===== config.mk =====
export PLATFORM = sky130hd
export DESIGN_NAME = uart_tx_arbiter
export DESIGN_NICKNAME = d
export VERILOG_FILES = /design/src/rtl/uart_tx_arbiter.sv
export SDC_FILE = /design/constraint.sdc
export NUM_CORES = 1
export LEC_CHECK = 0
export CORE_AREA = 2 2 72 74
export CTS_BUF_LIST = sky130_fd_sc_hd__clkbuf_8
export DETAILED_ROUTE_END_ITERATION = 8
export DIE_AREA = 0 0 74 76
export PLACE_DENSITY = 0.59
export RECOVER_POWER = 100
export SKIP_LAST_GASP = 1
export SYNTH_ARGS = -nofsm -noshare
export SYNTH_HDL_FRONTEND = slang
export SYNTH_SLANG_ARGS = --single-unit

===== constraint.sdc =====
create_clock -name clock -period 2.4 [get_ports clock]
set_input_delay 0.48 -clock clock [delete_from_list [all_inputs] [get_ports clock]]
set_output_delay 0.48 -clock clock [all_outputs]
set_load 0.1 [all_outputs]

===== src/rtl/uart_tx_arbiter.sv =====
// uart_tx_arbiter: round-robin packet arbiter sharing one UART transmitter, with XON/XOFF flow control.
module uart_tx_arbiter #(
  parameter int NUM_REQ = 3,
  parameter logic [7:0] XOFF_CHAR = 8'h5A,
  parameter logic [7:0] XON_CHAR = 8'h7A
) (
  input  logic                 clock,
  input  logic                 reset,
  input  logic [NUM_REQ-1:0]   req_valid_i,
  input  logic [8*NUM_REQ-1:0] req_data_i,
  input  logic [NUM_REQ-1:0]   req_last_i,
  output logic [NUM_REQ-1:0]   req_ready_o,
  input  logic [7:0]           rx_data_i,
  input  logic                 rx_valid_i,
  output logic                 tx_write_o,
  output logic [7:0]           tx_data_o,
  input  logic                 tx_busy_i,
  output logic [NUM_REQ-1:0]   grant_o,
  output logic                 blocked_o
);
  localparam int IW = NUM_REQ > 1 ? $clog2(NUM_REQ) : 1;
  typedef enum logic [2:0] {IDLE, LOCKED, ISSUE, HOLD, WAIT} state_t;
  state_t state, state_n;
  logic [IW-1:0] last_owner, owner, win, cand, sel;
  logic [NUM_REQ-1:0] grant_q, ready_int;
  logic [7:0] data_q;
  logic [7:0] bytes [NUM_REQ];
  logic last_q, blocked_q, found, open_arb, open_own, exit_wait, xfer;
  always_comb begin
    for (int k = 0; k < NUM_REQ; k++) bytes[k] = req_data_i[8*k +: 8];
  end
  always_comb begin
    found = 1'b0;
    win = '0;
    cand = '0;
    for (int i = 1; i <= NUM_REQ; i++) begin
      cand = IW'((int'(last_owner) + i) % NUM_REQ);
      if (!found && req_valid_i[cand]) begin
        found = 1'b1;
        win = cand;
      end
    end
  end
  // A WAIT that sees the transmitter free already behaves as its exit state, so a new byte can go out the same cycle.
  always_comb begin
    exit_wait = state == WAIT && !tx_busy_i;
    open_arb = state == IDLE || (exit_wait && last_q);
    open_own = state == LOCKED || (exit_wait && !last_q);
    sel = open_arb ? win : owner;
    ready_int = (tx_busy_i || blocked_q) ? '0
              : open_arb ? (found ? NUM_REQ'(1) << win : '0)
              : open_own ? grant_q & req_valid_i : '0;
    xfer = |ready_int;
  end
  always_comb begin
    state_n = xfer ? ISSUE
            : state == ISSUE ? HOLD
            : state == HOLD ? WAIT
            : exit_wait ? (last_q ? IDLE : LOCKED)
            : state;
  end
  always_ff @(posedge clock or posedge reset) begin
    if (reset) state <= IDLE;
    else state <= state_n;
  end
  // last_owner moves at the last byte's transfer so the WAIT-exit arbitration already starts after that owner.
  always_ff @(posedge clock or posedge reset) begin
    if (reset) begin
      data_q <= 8'h00;
      last_q <= 1'b0;
      owner <= '0;
      grant_q <= '0;
      last_owner <= IW'(NUM_REQ - 1);
      blocked_q <= 1'b0;
    end else begin
      if (xfer) begin
        data_q <= bytes[sel];
        last_q <= req_last_i[sel];
        owner <= sel;
        grant_q <= NUM_REQ'(1) << sel;
        if (req_last_i[sel]) last_owner <= sel;
      end else if (exit_wait && last_q) begin
        grant_q <= '0;
      end
      if (rx_valid_i && rx_data_i == XOFF_CHAR) blocked_q <= 1'b1;
      else if (rx_valid_i && rx_data_i == XON_CHAR) blocked_q <= 1'b0;
    end
  end
  assign req_ready_o = ready_int & {NUM_REQ{~reset}};
  assign tx_write_o = state == ISSUE;
  assign tx_data_o = data_q;
  assign grant_o = grant_q;
  assign blocked_o = blocked_q;
endmodule


==> results of run 1 <==
==> per-layer routing <==
metal  global-route usage [%]  routed length, µm  vias up
li1                         -                  -      791
met2                    26.52               2160       41
met4                    4.182                 33        0
met5                        0                  0        -
met3                    2.910                190        4
met1                    20.37               1800      711
==> state kept, by name, indices dropped and copies added, names as in the netlist <==
register    cells
state           3
blocked_o       1
last_owner      2
owner           2
last_q          1
tx_data_o       8
grant_o         3
==> layout make-up <==
cell class	instances	area, µm²
fill	454	2155
multi-input combinational	126	1125
timing repair buffer	101	965.9
sequential	20	501.7
tap	70	87.58
clock buffer	4	55.05
inverter	6	22.52
==> report_power, final <==
part	internal (mW)	switching, mW
Clock	0.146	0.106
Combinational	0.128	0.157
Sequential	0.350	0.0110
==> through the flow <==
| stage | utilization [%] | total power, mW | setup slack (ps) |
|---|---|---|---|
| 6_report | 56.14 | 0.8974 | -493.3 |
| 5_1_grt | 56.14 | 0.9425 | -589.3 |
| 4_1_cts | 54.46 | 0.9030 | -492.5 |
| 3_5_place_dp | 50.71 | 0.6395 | -442.2 |
| 3_3_place_gp | 50.71 | 0.6370 | -384.8 |
| 2_1_floorplan | - | 0.5093 | -703.2 |
==> critical path, cell delays in order (launching register included) <==
cell	delay [ps]
dfstp_2	580
inv_2	60
ha_4	170
a21bo_2	190
a22oi_2	210
nor4_4	90
nor2b_1	160
o211ai_1	120
buf_4	170
a211oi_4	190
buf_12	210
==> cell usage in the layout (no fill, tap or decap), types with 6 or more instances in the layout <==
master / count
nand2_1: 18
mux2i_1: 9
dfrtp_1: 19
buf_12: 9
o21ai_2: 6
buf_4: 33
clkbuf_1: 11
o21ai_1: 6
nor2_1: 6
clkdlybuf4s50_1: 38
==> kinds of logic after synthesis <==
| logic type | share of synthesized area [%] |
|---|---|
| AOI/OAI and AO/OA | 28.87 |
| buffers and inverters | 5.387 |
| adders and majority gates | 3.367 |
| and+or+nand+nor | 21.80 |
| DFF | 33.75 |
| muxes | 6.818 |
==> path summary, 6_finish.rpt <==
kind,from,end,slack [ps],depth (start not counted)
hold reg to reg,tx_data_o[7],tx_data_o[7],480,2
hold / removal,tx_data_o[7],tx_data_o[7],480,2
min in group asynchronous,reset,last_q,1090,3
setup / recovery,last_owner[1],req_ready_o[0],-490,10
setup reg to reg,last_owner[1],tx_data_o[3],-260,11
max in group asynchronous,reset,last_owner[0],670,3
==> repair_timing <==
item / CTS / global route
gates resized for setup: 16 / 22
cloned: 1 / 0
endpoints found under the setup margin: 21 / 21
setup buffers: 4 / 7
hold endpoints to repair: 0 / 0
pin swaps: 6 / 9
==> impl_results.md, run 1 <==
- Skew-Pair Late Insertion Delay: 250 ps
- ANT nets after route: 0
- Yosys warns: 0
- Final WS setup: -493.3 ps
- Post-synthesis cell area: between 0.001 and 0.0015 mm²
- Die area: 0.005624 mm²
- PwrDens: 325.4 mW/mm²
- Post-synthesis register bit count: 20
- Final min period: 2893 ps
- Hold buffers post-CTS: 0
- Failing checks: negative setup slack
- Final hold slack: 480.1 ps
- Finished Cell Area: between 0.002 and 0.003 mm²
- Outcome: finished, violations left
- Most common cell in the synthesized netlist: dfrtp_1
- Drt wl/cell: 12.80 µm
- H-tree levels: 1
- Synth top area share: between 30% and 40%
- Total GRT Usage: 15.74%
- Initial core utilization: 30.26%
- Seq/Total Area, Yosys: 33.75%
- Fin cells: roughly 330
- First-pass GRT wire length: approximately 7.2 mm
- Total negative setup slack: -4719 ps
- Largest net degree at the start of global routing: 21
- Slew Viols, Final: 0
- CP max FO: 5
- NumNets Final: 304
- Initial DRT Pass Iterations: 4
- Placed cell area: 0.002491 mm²
- Total wire length: about 4.2 mm
- Via/cell ratio: 4.731
- Std-Cell Core Area: 0.004912 mm²
- Worst Setup Start Kind: flop
- Clk pin slew, worst setup/hold paths: roughly 70 ps
- # DRC: 0
- Cell count after synthesis: between 150 and 200
- Placement row count: 26
- Async set-reset flop share out of synthesis: 100.0%
- Die height: 76 µm
- Final setup vio count: 21
- Final Cycle Share: 120.6%
- Fmax: 345.6 MHz
- Number of synthesized flops with an enable pin: 0
- Clock Path Buffers: 2
- RSZ-0062 raised after global routing: yes
- Post-synth top flop: dfrtp_1
- WP data required: roughly 1900 ps
- Die width: approximately 74 µm
- Worst min-delay path category: reg -> reg
- Leakage: 1.148 nW
- Final Skew: between 1 and 1.5 ps
- Iteration-0 DRC Markers: 31
- Hpwl dp: 3.259 mm
- # placed instances: 313
- Share of layout cells above drive strength 1: 38.13%
- Syn_area_per_cell: between 9 and 10 µm²
- Final Hold Fails: 0
- CTS tree: built
- Rel. slew slack: 21.50%
- Initial antenna violation count: 0
- Area Overhead vs Synth: 85.52%
- Worst setup EP type: output port
- Top cells by area, synth: dfrtp_1, mux2i_1, a2bb2oi_1
- Vias in the first global route: 1553
- Clk sinks: 20
- IO buf count: 57
- IR drop worst, VDD: 162.9 µV
- Placer Congestion: 0.8003
- Worst Max-Slew Pin Slew: 1183 ps
- Inserted Diodes: 0
- Vias after detailed routing: 1547
- Syn_nets: 206
- Maxcap violations: 0
- Grt ovf: 0
- Top cells by count, synth: dfrtp_1, nand2_1, a21oi_1, mux2i_1, a2bb2oi_1
- Yosys top cell by area: dfrtp_1
- Number of primary I/O pins: 58
- Worst endpoint data arrival time: 2410 ps
- Worst Setup Path Type: reg -> out
- Clock Tree Root: clkbuf_8
- Post-synth cell types: 52
- CTS Buf Count: 3
Note: power is estimated with default switching activity, not from simulation.
==> run 2: changes to the inputs <==
--- a/config.mk
+++ b/config.mk
@@ -5,10 +5,10 @@
 export SDC_FILE = /design/constraint.sdc
 export NUM_CORES = 1
 export LEC_CHECK = 0
-export CORE_AREA = 2 2 72 74
+export CORE_AREA = 5 5 75 77
 export CTS_BUF_LIST = sky130_fd_sc_hd__clkbuf_8
 export DETAILED_ROUTE_END_ITERATION = 8
-export DIE_AREA = 0 0 74 76
+export DIE_AREA = 0 0 80 82
 export PLACE_DENSITY = 0.59
 export RECOVER_POWER = 100
 export SKIP_LAST_GASP = 1
==> impl_results.md, run 2 (same netlist as run 1, synthesis figures left out) <==
- Outcome: finished, violations left
- Failing checks: negative setup slack
- Clock Path Buffers: 2
- Slew Viols, Final: 0
- Finished Core Util: 52.45%
- Clock Tree Root: clkbuf_8
- Final Hold Fails: 0
- RSZ-0062 raised after global routing: yes
- Worst min-delay path category: reg -> reg
- Total GRT Usage: 13.67%
- Hpwl dp: 3.364 mm
- Slowest stage delay, CP: 570 ps
- Hold buffers post-CTS: 0
- Drt wl/cell: between 10 and 15 µm
- Maxcap violations: 0
- Placement row count: 26
- Inserted Diodes: 0
- Fin cells: between 300 and 400
- IR drop worst, VDD: 159.5 µV
- H-tree levels: 1
- CTS tree: built
- Top cell by count, worst path: o211ai_1
- Worst Setup Path Type: reg -> out
- Via/cell ratio: around 4.7
- Worst setup EP type: output port
- Reg-to-reg slack, setup: -200 ps
- Commonest non-fill, non-tap cell in the layout: clkdlybuf4s50_1
- WP data required: 1920 ps
- Number of primary I/O pins: 58
- CTS Buf Count: 3
- Fillers: 500
- Clk pin slew, worst setup/hold paths: 80 ps
- NumNets Final: 303
- Largest net degree at the start of global routing: 21
- HP Start: tx_data_o[5]
- Final Skew: 2.723 ps
- ANT nets after route: 0
- First-pass GRT wire length: 7.286 mm
- # DRC: 0
- Vias after detailed routing: approximately 1500
- Share of layout cells above drive strength 1: 33.59%
- Leakage: 1.105 nW
- Initial core utilization: 30.06%
- IO buf count: 57
- Most frequent cells in the layout: clkdlybuf4s50_1, buf_4, dfrtp_1
- PwrDens: 344.4 mW/mm²
- Final setup vio count: 21
- Max FFs per register: 8
- Worst Max-Slew Pin Slew: 1187 ps
- Final min period: about 2900 ps
- Worst endpoint data arrival time: between 2000 and 2500 ps
- Initial DRT Pass Iterations: 4
- Worst Setup Start Kind: flop
- Reg2reg end: tx_data_o[4]
- CP max stage cell: dfstp_2
- Grt ovf: 0
- Skew-Pair Late Insertion Delay: 260 ps
- R2R cell count: 11
- Final WS setup: -506.0 ps
- Worst reg2reg startpoint: last_owner[1]
- CP max FO: 4
- Die width: 80 µm
- Die height: a little over 80 µm
- Clk sinks: 20
- Rel. slew slack: 21.18%
- Vias in the first global route: 1592
- # placed instances: 315
- Area Overhead vs Synth: 74.50%
- Final hold slack: between 400 and 500 ps
- Hold path depth: 2
- Placer Congestion: approximately 0.83
- Final Cycle Share: 121.1%
- Std-Cell Core Area: ~0.0049 mm²
- Total wire length: 4.230 mm
- Initial antenna violation count: 0
- Die area: 0.006560 mm²
- Hold EP: tx_data_o[5]
- Iteration-0 DRC Markers: between 60 and 70
- CP Cell Sequence: ha_4 > buf_6 > nor2b_1 > o211ai_1 > nor2b_4 > o211ai_1 > buf_4 > a211oi_4 > buf_12
- Fmax: 344.1 MHz
==> run 2: routing by layer <==
| layer | vias up | routed length, µm | track usage, % | part of all wire, % |
|---|---|---|---|---|
| li1 | 782 | - | - | - |
| met1 | 712 | 1883 | 17.36 | 45 |
| met2 | 39 | 2052 | 23.18 | 49 |
| met3 | 2 | 282 | 3.947 | 6.7 |
| met4 | 0 | 11 | 2.703 | 0.26 |
| met5 | - | 0 | 0 | 0 |
==> run 2: worst max path at each step <==
stage	startpoint	endpoint	slack, ps	cells past startpoint
final	last_owner[1]	req_ready_o[0]	-510	9
after global routing	last_owner[1]	req_ready_o[0]	-630	11
after CTS	last_owner[1]	req_ready_o[2]	-570	9
after detailed placement	req_valid_i[2]	req_ready_o[0]	-490	8
after global placement	req_valid_i[2]	req_ready_o[0]	-420	8
after floorplan	last_owner[1]	req_ready_o[2]	-700	9
==> run 2: cell type report <==
cell class	count	area [µm²]	area share, %
clock buffers	4	55.05	2.123
inverters	6	25.02	0.9648
multi-input cells	126	1031	39.75
flip-flops and latches	20	501.7	19.34
well taps	70	87.58	3.377
repair buffers	100	893.4	34.44
==> run 2: through the flow <==
stage / power [mW] / area [µm²] / setup TNS [ps] / worst slack, ps
CTS: 0.9071 / 2611 / -5146 / -572.0
global route: 0.9374 / 2594 / -8667 / -628.3
floorplan: 0.5093 / 1563 / -3223 / -703.2
detailed placement: 0.6390 / 2469 / -7848 / -490.8
finish: 0.8933 / 2594 / -4556 / -506.0
global placement: 0.6376 / 2469 / -6834 / -421.4
==> run 2: timing repair <==
| action | CTS | global route |
|---|---|---|
| setup endpoints to repair | 21 | 21 |
| resized for setup | 11 | 6 |
| gates cloned | 1 | 0 |
| buffers inserted | 5 | 1 |
| pin swaps | 6 | 6 |
==> run 2: critical path, delay by kind of cell (launching register included) <==
family | cells | cell delay, ps
DFF | 1 | 570
AOI/OAI and AO/OA | 3 | 550
adders and majority gates | 1 | 220
buffers and inverters | 3 | 490
and+or+nand+nor | 2 | 340
==> run 2: report_power, final <==
part           internal [mW]  switching [mW]
clock network          0.146           0.116
registers              0.349          0.0105
logic                  0.123           0.148
total                  0.618           0.275
